**src/rtl/sdram_pkg.sv**
```systemverilog
// sdram_pkg: shared constants and types for the SDRAM controller slice.
//   - SDRAM command encodings {cs_n, ras_n, cas_n, we_n}
//   - one-hot arbiter state type
//   - default refresh interval / engine timeout
package sdram_pkg;

    localparam logic [3:0] CMD_NOP  = 4'b0111;
    localparam logic [3:0] CMD_PRE  = 4'b0010;
    localparam logic [3:0] CMD_AREF = 4'b0001;
    localparam logic [3:0] CMD_ACT  = 4'b0011;
    localparam logic [3:0] CMD_WR   = 4'b0100;
    localparam logic [3:0] CMD_RD   = 4'b0101;

    // 15 us at 50 MHz
    localparam int REF_PERIOD_DEF = 750;
    localparam int TIMEOUT_DEF    = 1023;
    localparam int TMO_W          = 10;

    typedef enum logic [4:0] {
        S_INIT  = 5'b00001,
        S_ARBIT = 5'b00010,
        S_REF   = 5'b00100,
        S_WR    = 5'b01000,
        S_RD    = 5'b10000
    } arb_state_e;

endpackage

```
**src/rtl/sdram_ref_timer.sv**
```systemverilog
// sdram_ref_timer: auto-refresh interval timer.
//   clk_i, rst_ni  : clock, async active-low reset
//   init_done_i    : timer only runs once power-up init is complete
//   grant_i        : refresh grant being registered on this edge (clears ref_req)
//   ref_req_o      : refresh pending
//   ref_miss_o     : sticky, an interval expired while a refresh was still pending
module sdram_ref_timer
    import sdram_pkg::*;
#(
    parameter int REF_PERIOD = REF_PERIOD_DEF
) (
    input  logic clk_i,
    input  logic rst_ni,
    input  logic init_done_i,
    input  logic grant_i,
    output logic ref_req_o,
    output logic ref_miss_o
);

    localparam int CW = (REF_PERIOD > 1) ? $clog2(REF_PERIOD) : 1;

    logic [CW-1:0] cnt_q, cnt_d;
    logic          req_q, req_d;
    logic          miss_q, miss_d;
    logic          wrap;

    always_comb begin
        wrap  = init_done_i && (cnt_q == CW'(REF_PERIOD - 1));
        cnt_d = cnt_q;
        if (init_done_i)
            cnt_d = wrap ? '0 : cnt_q + CW'(1);
        // a wrap on the grant edge wins: the new interval's request survives
        req_d  = wrap | (req_q & ~grant_i);
        miss_d = miss_q | (wrap & req_q);
    end

    always_ff @(posedge clk_i or negedge rst_ni) begin
        if (!rst_ni) begin
            cnt_q  <= '0;
            req_q  <= 1'b0;
            miss_q <= 1'b0;
        end else begin
            cnt_q  <= cnt_d;
            req_q  <= req_d;
            miss_q <= miss_d;
        end
    end

    assign ref_req_o  = req_q;
    assign ref_miss_o = miss_q;

endmodule

```
**src/rtl/sdram_arbiter.sv**
```systemverilog
// sdram_arbiter: top-level SDRAM bus sequencer.
//   Holds the bus for sdram_init, then grants it to refresh > write > read.
//   Inputs : sclk, s_rst_n, init_done, per-engine cmd/addr(/bank), wr_req,
//            rd_req and per-engine end flags.
//   Outputs: ref_en/wr_en/rd_en (1-cycle grants), ref_req, ref_miss,
//            arb_err (sticky timeout), sdram_cke/cmd/addr/bank pin mux.
module sdram_arbiter
    import sdram_pkg::*;
#(
    parameter int REF_PERIOD = REF_PERIOD_DEF,
    parameter int TIMEOUT    = TIMEOUT_DEF
) (
    input  logic        sclk,
    input  logic        s_rst_n,
    input  logic        init_done,
    input  logic [3:0]  init_cmd,
    input  logic [11:0] init_addr,
    input  logic [3:0]  ref_cmd,
    input  logic [11:0] ref_addr,
    input  logic        flag_ref_end,
    input  logic        wr_req,
    input  logic [3:0]  wr_cmd,
    input  logic [11:0] wr_addr,
    input  logic [1:0]  wr_bank,
    input  logic        flag_wr_end,
    input  logic        rd_req,
    input  logic [3:0]  rd_cmd,
    input  logic [11:0] rd_addr,
    input  logic [1:0]  rd_bank,
    input  logic        flag_rd_end,
    output logic        ref_en,
    output logic        wr_en,
    output logic        rd_en,
    output logic        ref_req,
    output logic        ref_miss,
    output logic        arb_err,
    output logic        sdram_cke,
    output logic [3:0]  sdram_cmd,
    output logic [11:0] sdram_addr,
    output logic [1:0]  sdram_bank
);

    arb_state_e       state_q;
    logic [TMO_W-1:0] tmo_q;
    logic             ref_en_q, wr_en_q, rd_en_q;
    logic             arb_err_q;
    logic             cke_q;
    logic             ref_grant;
    logic             tmo_hit;

    // refresh wins arbitration whenever it is pending in S_ARBIT
    assign ref_grant = (state_q == S_ARBIT) && ref_req;
    assign tmo_hit   = (tmo_q == TMO_W'(TIMEOUT - 1));

    sdram_ref_timer #(
        .REF_PERIOD (REF_PERIOD)
    ) u_ref_timer (
        .clk_i       (sclk),
        .rst_ni      (s_rst_n),
        .init_done_i (init_done),
        .grant_i     (ref_grant),
        .ref_req_o   (ref_req),
        .ref_miss_o  (ref_miss)
    );

    always_ff @(posedge sclk or negedge s_rst_n) begin
        if (!s_rst_n) begin
            state_q   <= S_INIT;
            tmo_q     <= '0;
            ref_en_q  <= 1'b0;
            wr_en_q   <= 1'b0;
            rd_en_q   <= 1'b0;
            arb_err_q <= 1'b0;
            cke_q     <= 1'b1;
        end else begin
            ref_en_q <= 1'b0;
            wr_en_q  <= 1'b0;
            rd_en_q  <= 1'b0;
            cke_q    <= 1'b1;
            // counter is zero on the first cycle of every grant
            tmo_q    <= '0;
            case (state_q)
                S_INIT: begin
                    if (init_done) state_q <= S_ARBIT;
                end
                S_ARBIT: begin
                    if (ref_req) begin
                        state_q  <= S_REF;
                        ref_en_q <= 1'b1;
                    end else if (wr_req) begin
                        state_q <= S_WR;
                        wr_en_q <= 1'b1;
                    end else if (rd_req) begin
                        state_q <= S_RD;
                        rd_en_q <= 1'b1;
                    end
                end
                S_REF, S_WR, S_RD: begin
                    tmo_q <= tmo_q + TMO_W'(1);
                    if ((state_q == S_REF && flag_ref_end) ||
                        (state_q == S_WR  && flag_wr_end)  ||
                        (state_q == S_RD  && flag_rd_end)) begin
                        state_q <= S_ARBIT;
                    end else if (tmo_hit) begin
                        state_q   <= S_ARBIT;
                        arb_err_q <= 1'b1;
                    end
                end
                default: begin
                    state_q <= init_done ? S_ARBIT : S_INIT;
                end
            endcase
        end
    end

    always_comb begin
        sdram_cmd  = CMD_NOP;
        sdram_addr = '0;
        sdram_bank = '0;
        case (state_q)
            S_INIT: begin
                sdram_cmd  = init_cmd;
                sdram_addr = init_addr;
            end
            S_REF: begin
                sdram_cmd  = ref_cmd;
                sdram_addr = ref_addr;
            end
            S_WR: begin
                sdram_cmd  = wr_cmd;
                sdram_addr = wr_addr;
                sdram_bank = wr_bank;
            end
            S_RD: begin
                sdram_cmd  = rd_cmd;
                sdram_addr = rd_addr;
                sdram_bank = rd_bank;
            end
            default: ;
        endcase
    end

    assign ref_en    = ref_en_q;
    assign wr_en     = wr_en_q;
    assign rd_en     = rd_en_q;
    assign arb_err   = arb_err_q;
    assign sdram_cke = cke_q;

endmodule
```
**config.mk**
```make
export PLATFORM = sky130hd
export DESIGN_NAME = sdram_arbiter
export DESIGN_NICKNAME = d
export VERILOG_FILES = /design/src/rtl/sdram_pkg.sv /design/src/rtl/sdram_ref_timer.sv /design/src/rtl/sdram_arbiter.sv
export SDC_FILE = /design/constraint.sdc
export NUM_CORES = 1
export LEC_CHECK = 0
export BUFFER_PORTS_ARGS = -buffer_cell sky130_fd_sc_hd__buf_2
export CAP_MARGIN = 20
export CORE_ASPECT_RATIO = 0.9
export CORE_MARGIN = 3
export CORE_UTILIZATION = 45
export DETAILED_ROUTE_END_ITERATION = 8
export PLACE_DENSITY = 0.8
export SETUP_SLACK_MARGIN = 0.15
export SLEW_MARGIN = 20
export SYNTH_ARGS = -nofsm -noshare
export SYNTH_HDL_FRONTEND = slang
export SYNTH_SLANG_ARGS = --single-unit
```
**constraint.sdc**
```tcl
create_clock -name sclk -period 5.02 [get_ports sclk]
set_clock_uncertainty 0.2 [all_clocks]
set_input_delay 0.251 -clock sclk [delete_from_list [all_inputs] [get_ports sclk]]
set_output_delay 0.251 -clock sclk [all_outputs]
set_load 0.01 [all_outputs]
```
* Word level (Yosys, flattened, before mapping)
Cells that the tools add are included.
** Storage, ports and cells
- Memory bits (writable) :: 0
- Bits in registers :: 31
- Latch bits :: 0
- Logic and storage cells :: 59
- Memories :: 0
- Input bits :: 76
- Memory bits (read-only) :: 0
- Output and inout port bits :: 25
** Operators by class
- Multipliers :: 0
- Add/sub/neg operators :: 2
- Reduce and logical (&&, ||, !) cells :: 10
- Bitwise logic cells :: 6
- Order comparisons :: 0
- Equal/unequal tests :: 10
- Shift-type cells :: 0
- Div/mod/pow operators :: 0
- Multiplexer cells :: 22
** Operators with widths (number)
- case mux 12 bit (4 select lines) :: 1
- two-way mux 5 bit :: 6
- adder 10 x 1 -> 10 bit, second input constant :: 2
- equality test 10 bit, second input constant :: 2
- two-way mux 10 bit :: 2
- case mux 4 bit (4 select lines) :: 1
- case mux 5 bit (3 select lines) :: 1
- two-way mux 1 bit :: 9
- AND reduction 3 bit :: 2
- equality test 5 x 1 -> 1 bit, second input constant :: 1
- equality test 5 x 2 -> 1 bit, second input constant :: 1
- equality test 5 x 3 -> 1 bit, second input constant :: 1
- equality test 5 x 4 -> 1 bit, second input constant :: 1
- equality test 5 bit, second input constant :: 1
- logical AND 1 bit :: 5
- inequality test 4 x 3 -> 1 bit, second input constant :: 1
- case mux 2 bit (2 select lines) :: 1
- inequality test 3 bit, second input constant :: 1
- OR reduction 3 bit :: 1
- AND 1 bit :: 2
- logical OR 1 bit :: 2
- two-way mux 2 bit :: 1
- inequality test 2 bit, second input constant :: 1
- inverter 1 bit :: 2
- OR 1 bit :: 2

* Depth between registers and ports, before layout
- Depth in word-level cells :: 6
- Gate-level depth with buffers :: 7
- Depth with buffers taken out :: 6

* By module
From an unflattened synthesis, not the netlist that was laid out.
** Unflattened totals
- Cells, all modules :: 216
- Area total of the unflattened synthesis :: 1940.6 um^2
** By module, submodules not included
- sdram_arbiter :: area each 1326.3 um^2, times used 1, cells each 159, seq. area each 476.7 um^2
- sdram_ref_timer :: area each 614.3 um^2, times used 1, cells each 57, seq. area each 300.3 um^2

* Worst setup path after synthesis
OpenSTA, ideal clock, no wires.
- Path type :: register to output
- Start point :: reg state_q[4]
- End point :: out sdram_addr[0]
- Required time :: 4569 ps
- Path slack :: 3021 ps
- Buffers on the path :: 1
- Stages on the path, launching flop included :: 6
- Arrival time :: 1548 ps
- Cell sequence :: dfrtp_1 -> or3_4 -> nor3b_4 -> buf_6 -> a22oi_1 -> nand2_1
** On the way
- Longest elaborated chain between the ends :: 2
- Elaborated cells on any way between the ends :: 5
- Those cells by class :: 4 x eq/ne; 1 x mux
** RTL lines
- from (decl) :: line sdram_arbiter.sv:43 : arb_state_e state_q;
- from (signal assigned) :: line sdram_arbiter.sv:110 : state_q <= init_done ? S_ARBIT : S_INIT;
- equality test 5 bit (tied with other cells) :: line sdram_arbiter.sv:120 : case (state_q)
- case mux 12 bit (4 select lines) * :: line sdram_arbiter.sv:120
- to (decl) :: line sdram_arbiter.sv:39 : output logic [11:0] sdram_addr,
Mark *: on every way between the ends. The rest lies on a longest branch, timed or not.

* Final worst setup path
- Start point :: reg state_q[4]
- End point :: out sdram_cmd[1]
** On the way
- Longest elaborated chain between the ends :: 2
- Elaborated cells on any way between the ends :: 5
- Those cells by class :: 4 x eq/ne; 1 x mux
** RTL lines
- equality test 5 bit (tied with other cells) :: line sdram_arbiter.sv:120
- case mux 4 bit (4 select lines) * :: line sdram_arbiter.sv:120
- to (decl) :: line sdram_arbiter.sv:38 : output logic [3:0] sdram_cmd,
Marked as above.

==> summary.md <==
| Metric | Value |
|---|---|
| Number of setup buffers added after CTS | `0` |
| Multi-input gate area in the final layout | `0.00102 mm2` |
| Final setup vio count | `0` |
| Wire length reported by the detailed router | `5050 um` |
| Critical Setup Path Class | `register to primary output` |
| Class of the worst hold path | `input pin to register` |
| Std cell rows | `21` |
| Setup slack after layout | `around 2300 ps` |
| Amount of wire on met2 after detailed routing | `2480 um` |
| Slack of the worst reg-to-reg path | `3060 ps` |
| Remaining antenna violation count | `0` |
| Wire length per cell after detailed routing | `14.6 um` |
| FF-to-FF Start | `state_q[3]` |
| Part of the cycle the worst path needs | `53.6%` |
| Clock Root Buffer | `sky130_fd_sc_hd__clkbuf_8` |
| Maximum number of pins on one net before global-route repair | `32` |
| Antenna violations before repair | `1` |
| Estimated wirelength of the detail-placed design | `3990 um` |
| P per Cell Area | `352 mW/mm2` |
| Number of input and output port buffers inserted | `between 90 and 100` |
| Sum of routed wire segments on met1 | `2050 um` |
| Deepest clock path buffer count | `2` |
| Worst path required time | `4570 ps` |
| Highest metal used | `met4` |
| CTS clock-pin slew for the worst setup and hold paths | `approximately 60 ps` |
| P_leak | `0.00128 uW` |
| Result of the run | `completed` |
| Power Total | `875 uW` |
| TritonCTS clock tree | `yes` |
| Sum of overflow across all layers after global routing | `0` |
| Mean cell area of the mapped netlist | `approximately 9.5 um2` |
| Worst slew slack as a fraction of its limit | `54.9%` |
| Pin slew with the least headroom to its limit | `676 ps` |
| Core area | `between 0.003 and 0.004 mm2` |
| Die extent in x | `74.6 um` |
| Clock sink count | `31` |
| P&R area growth vs syn | `30.1%` |
| Async set-reset flop share out of synthesis | `100%` |
| Routed via count | `1,877` |
| Setup tns final | `0 ps` |
| Worst Hold Margin | `77.5 ps` |
| Starting Density | `49.1%` |
| Aggregate global-route resource usage | `19.7%` |
| Number of iterations in the first detailed-routing pass | `5` |
| Most instantiated flip-flop cell in the synthesis netlist | `sky130_fd_sc_hd__dfrtp_1` |
| Post-detailed-route via-to-cell ratio | `approximately 5.4` |
| EDFF count, synth | `0` |
| Highest achievable clock rate | `372 MHz` |
| Distinct cells, synth | `just over 40` |
| Final routed DRC violation total | `0` |
| Maxcap violations | `0` |
| Post-route minimum period | `2690 ps` |
| Critical path data arrival time | `2240 ps` |
| Hold Crit Start | `rd_req` |
| Maximum vdd ir drop | `214 uV` |
| First-pass GRT wire length | `7530 um` |
| Die span in y | `67.8 um` |
| Clock latency at the later pin of the worst-skew pair | `280 ps` |
| Area of all sequential standard cells | `~780 um2` |
| Number of max-slew violations in the final report | `0` |
| Sequential share of the synthesized area | `40.7%` |
| Largest fanout of any net on the critical path | `18` |
| Post-DP Area | `0.00237 mm2` |
| Nets | `roughly 380` |
| Net count after synthesis | `280` |
| CTS H-tree depth | `2` |
| Number of fill cells | `between 300 and 400` |
| RSZ-0062 raised after global routing | `no` |
| Number of warnings printed during yosys synthesis | `0` |
| Element type at the critical path end | `primary output` |
| Via count of the first global-routing pass | `between 1,500 and 2,000` |
| Routability cong. | `0.793` |
| Share of final-layout standard cells stronger than drive strength 1 | `40.3%` |
| Number of synthesized register bits | `31` |
| Die Outline Area | `0.00506 mm2` |
| Starting DRC count in detailed routing | `103` |
| Critical path startpoint category | `register` |
| Number of clock buffers inserted by TritonCTS | `5` |
| Crit path launch | `state_q[4]` |
| Met3 WL | `434 um` |
| I/O pin count | `101` |
| Post-layout instance area | `around 0.0025 mm2` |
| Hold Violations, Final | `0` |
| Synthesized instance count | `200` |
| Netlist area before placement | `around 0.0019 mm2` |
| DP Worst Slack | `2620 ps` |
## power breakdown
group / switching, uW / total [uW] / internal (uW) / leakage (uW)
sequential: 51.7 / 346 / 294 / 0.000416
clock: 85.7 / 193 / 107 / 0.0000471
combinational: 181 / 336 / 155 / 0.000822
total: 319 / 875 / 556 / 0.00128
## cell families after synthesis
| family | Yosys count | share of synthesized area, % |
|---|---|---|
| AO/OA/AOI/OAI | 51 | 19.2 |
| XOR/XNOR | 13 | 5.97 |
| adder cells (fa/ha/maj) | 4 | 2.62 |
| buffers and inverters | 15 | 5.84 |
| flip-flops | 31 | 40.7 |
| multiplexers | 2 | 1.18 |
| other | 1 | 0.197 |
| AND/OR/NAND/NOR | 83 | 24.3 |
## placed cells by master, fill, tap and decap left out, types with 2 or more instances in the layout
cell	n
sky130_fd_sc_hd__a21oi_1	4
sky130_fd_sc_hd__o21ai_0	7
sky130_fd_sc_hd__buf_2	99
sky130_fd_sc_hd__mux2_2	2
sky130_fd_sc_hd__nor3b_4	2
sky130_fd_sc_hd__nand4_1	7
sky130_fd_sc_hd__dlygate4sd3_1	2
sky130_fd_sc_hd__nor2_1	18
sky130_fd_sc_hd__nand2_1	24
sky130_fd_sc_hd__nand3_1	3
sky130_fd_sc_hd__or3_1	3
sky130_fd_sc_hd__inv_1	4
sky130_fd_sc_hd__a22oi_1	26
sky130_fd_sc_hd__a21o_1	5
sky130_fd_sc_hd__nand3b_1	4
sky130_fd_sc_hd__a222oi_1	3
sky130_fd_sc_hd__ha_1	4
sky130_fd_sc_hd__a22o_2	2
sky130_fd_sc_hd__clkbuf_8	6
sky130_fd_sc_hd__dfrtp_1	30
sky130_fd_sc_hd__and3_2	2
sky130_fd_sc_hd__xor2_1	6
sky130_fd_sc_hd__nor3_1	7
sky130_fd_sc_hd__and3b_1	2
sky130_fd_sc_hd__xnor2_1	7
sky130_fd_sc_hd__and3_1	3
## flip-flops by register name, indices dropped and copies added, names as in the netlist
register and cells:
u_ref_timer.ref_miss_o 1, rd_en 1, state_q 5, tmo_q 10, u_ref_timer.ref_req_o 1, wr_en 1, ref_en 1, u_ref_timer.cnt_q 10
arb_err 1
## final cells by class
cell class,count,area share (%)
Multi-Input combinational cell,154,41.1
Sequential cell,31,31.3
Timing Repair Buffer,102,21.1
Clock buffer,6,3.33
Tap cell,46,2.32
Inverter,4,0.605
Clock inverter,1,0.202
Antenna cell,1,0.101
## worst max-delay path, cell delays in order, from the launching register on
cell                       delay [ps]
sky130_fd_sc_hd__dfrtp_1          440
sky130_fd_sc_hd__or3_4            450
sky130_fd_sc_hd__nor3b_4          610
sky130_fd_sc_hd__a222oi_1         240
sky130_fd_sc_hd__nand2_1           90
sky130_fd_sc_hd__buf_2            120
## cell usage after synthesis, drive strengths merged (5+ instances only)
cell	n	area share, %
a22oi	26	10
nand4	7	2.3
nor3	8	2.4
xor2	6	2.8
nor2	18	3.5
nand2	24	4.7
a21o	6	2.4
dfrtp	30	39
o21ai	7	1.8
buf	10	4.9
and3	5	1.8
xnor2	7	3.2
## final timing paths
path | end | depth (start not counted)
worst min register to register | arb_err | 1
worst min-delay path | rd_en | 2
max in group asynchronous | state_q[4] | 2
worst max-delay path | sdram_cmd[1] | 5
min in group asynchronous | tmo_q[8] | 2
worst max register to register | state_q[4] | 4
## per-stage QoR
stage / std cells / util [%]
2_1_floorplan: 200 / -
3_3_place_gp: 334 / 60.8
3_5_place_dp: 335 / 61.0
4_1_cts: 344 / 63.8
5_1_grt: 345 / 63.8
6_report: 345 / 63.8
## metal layers
layer | GRT usage [%] | vias to the layer above
met5 | 0 | -
met4 | 6.89 | 0
met3 | 6.10 | 10
met2 | 33.4 | 71
met1 | 23.4 | 862
li1 | - | 934
## timing repair
item	4_1_cts	5_1_grt
gates resized for setup	0	0
hold endpoints to repair	31	0
hold buffers	2	0
(Power assumes the default switching activity.)
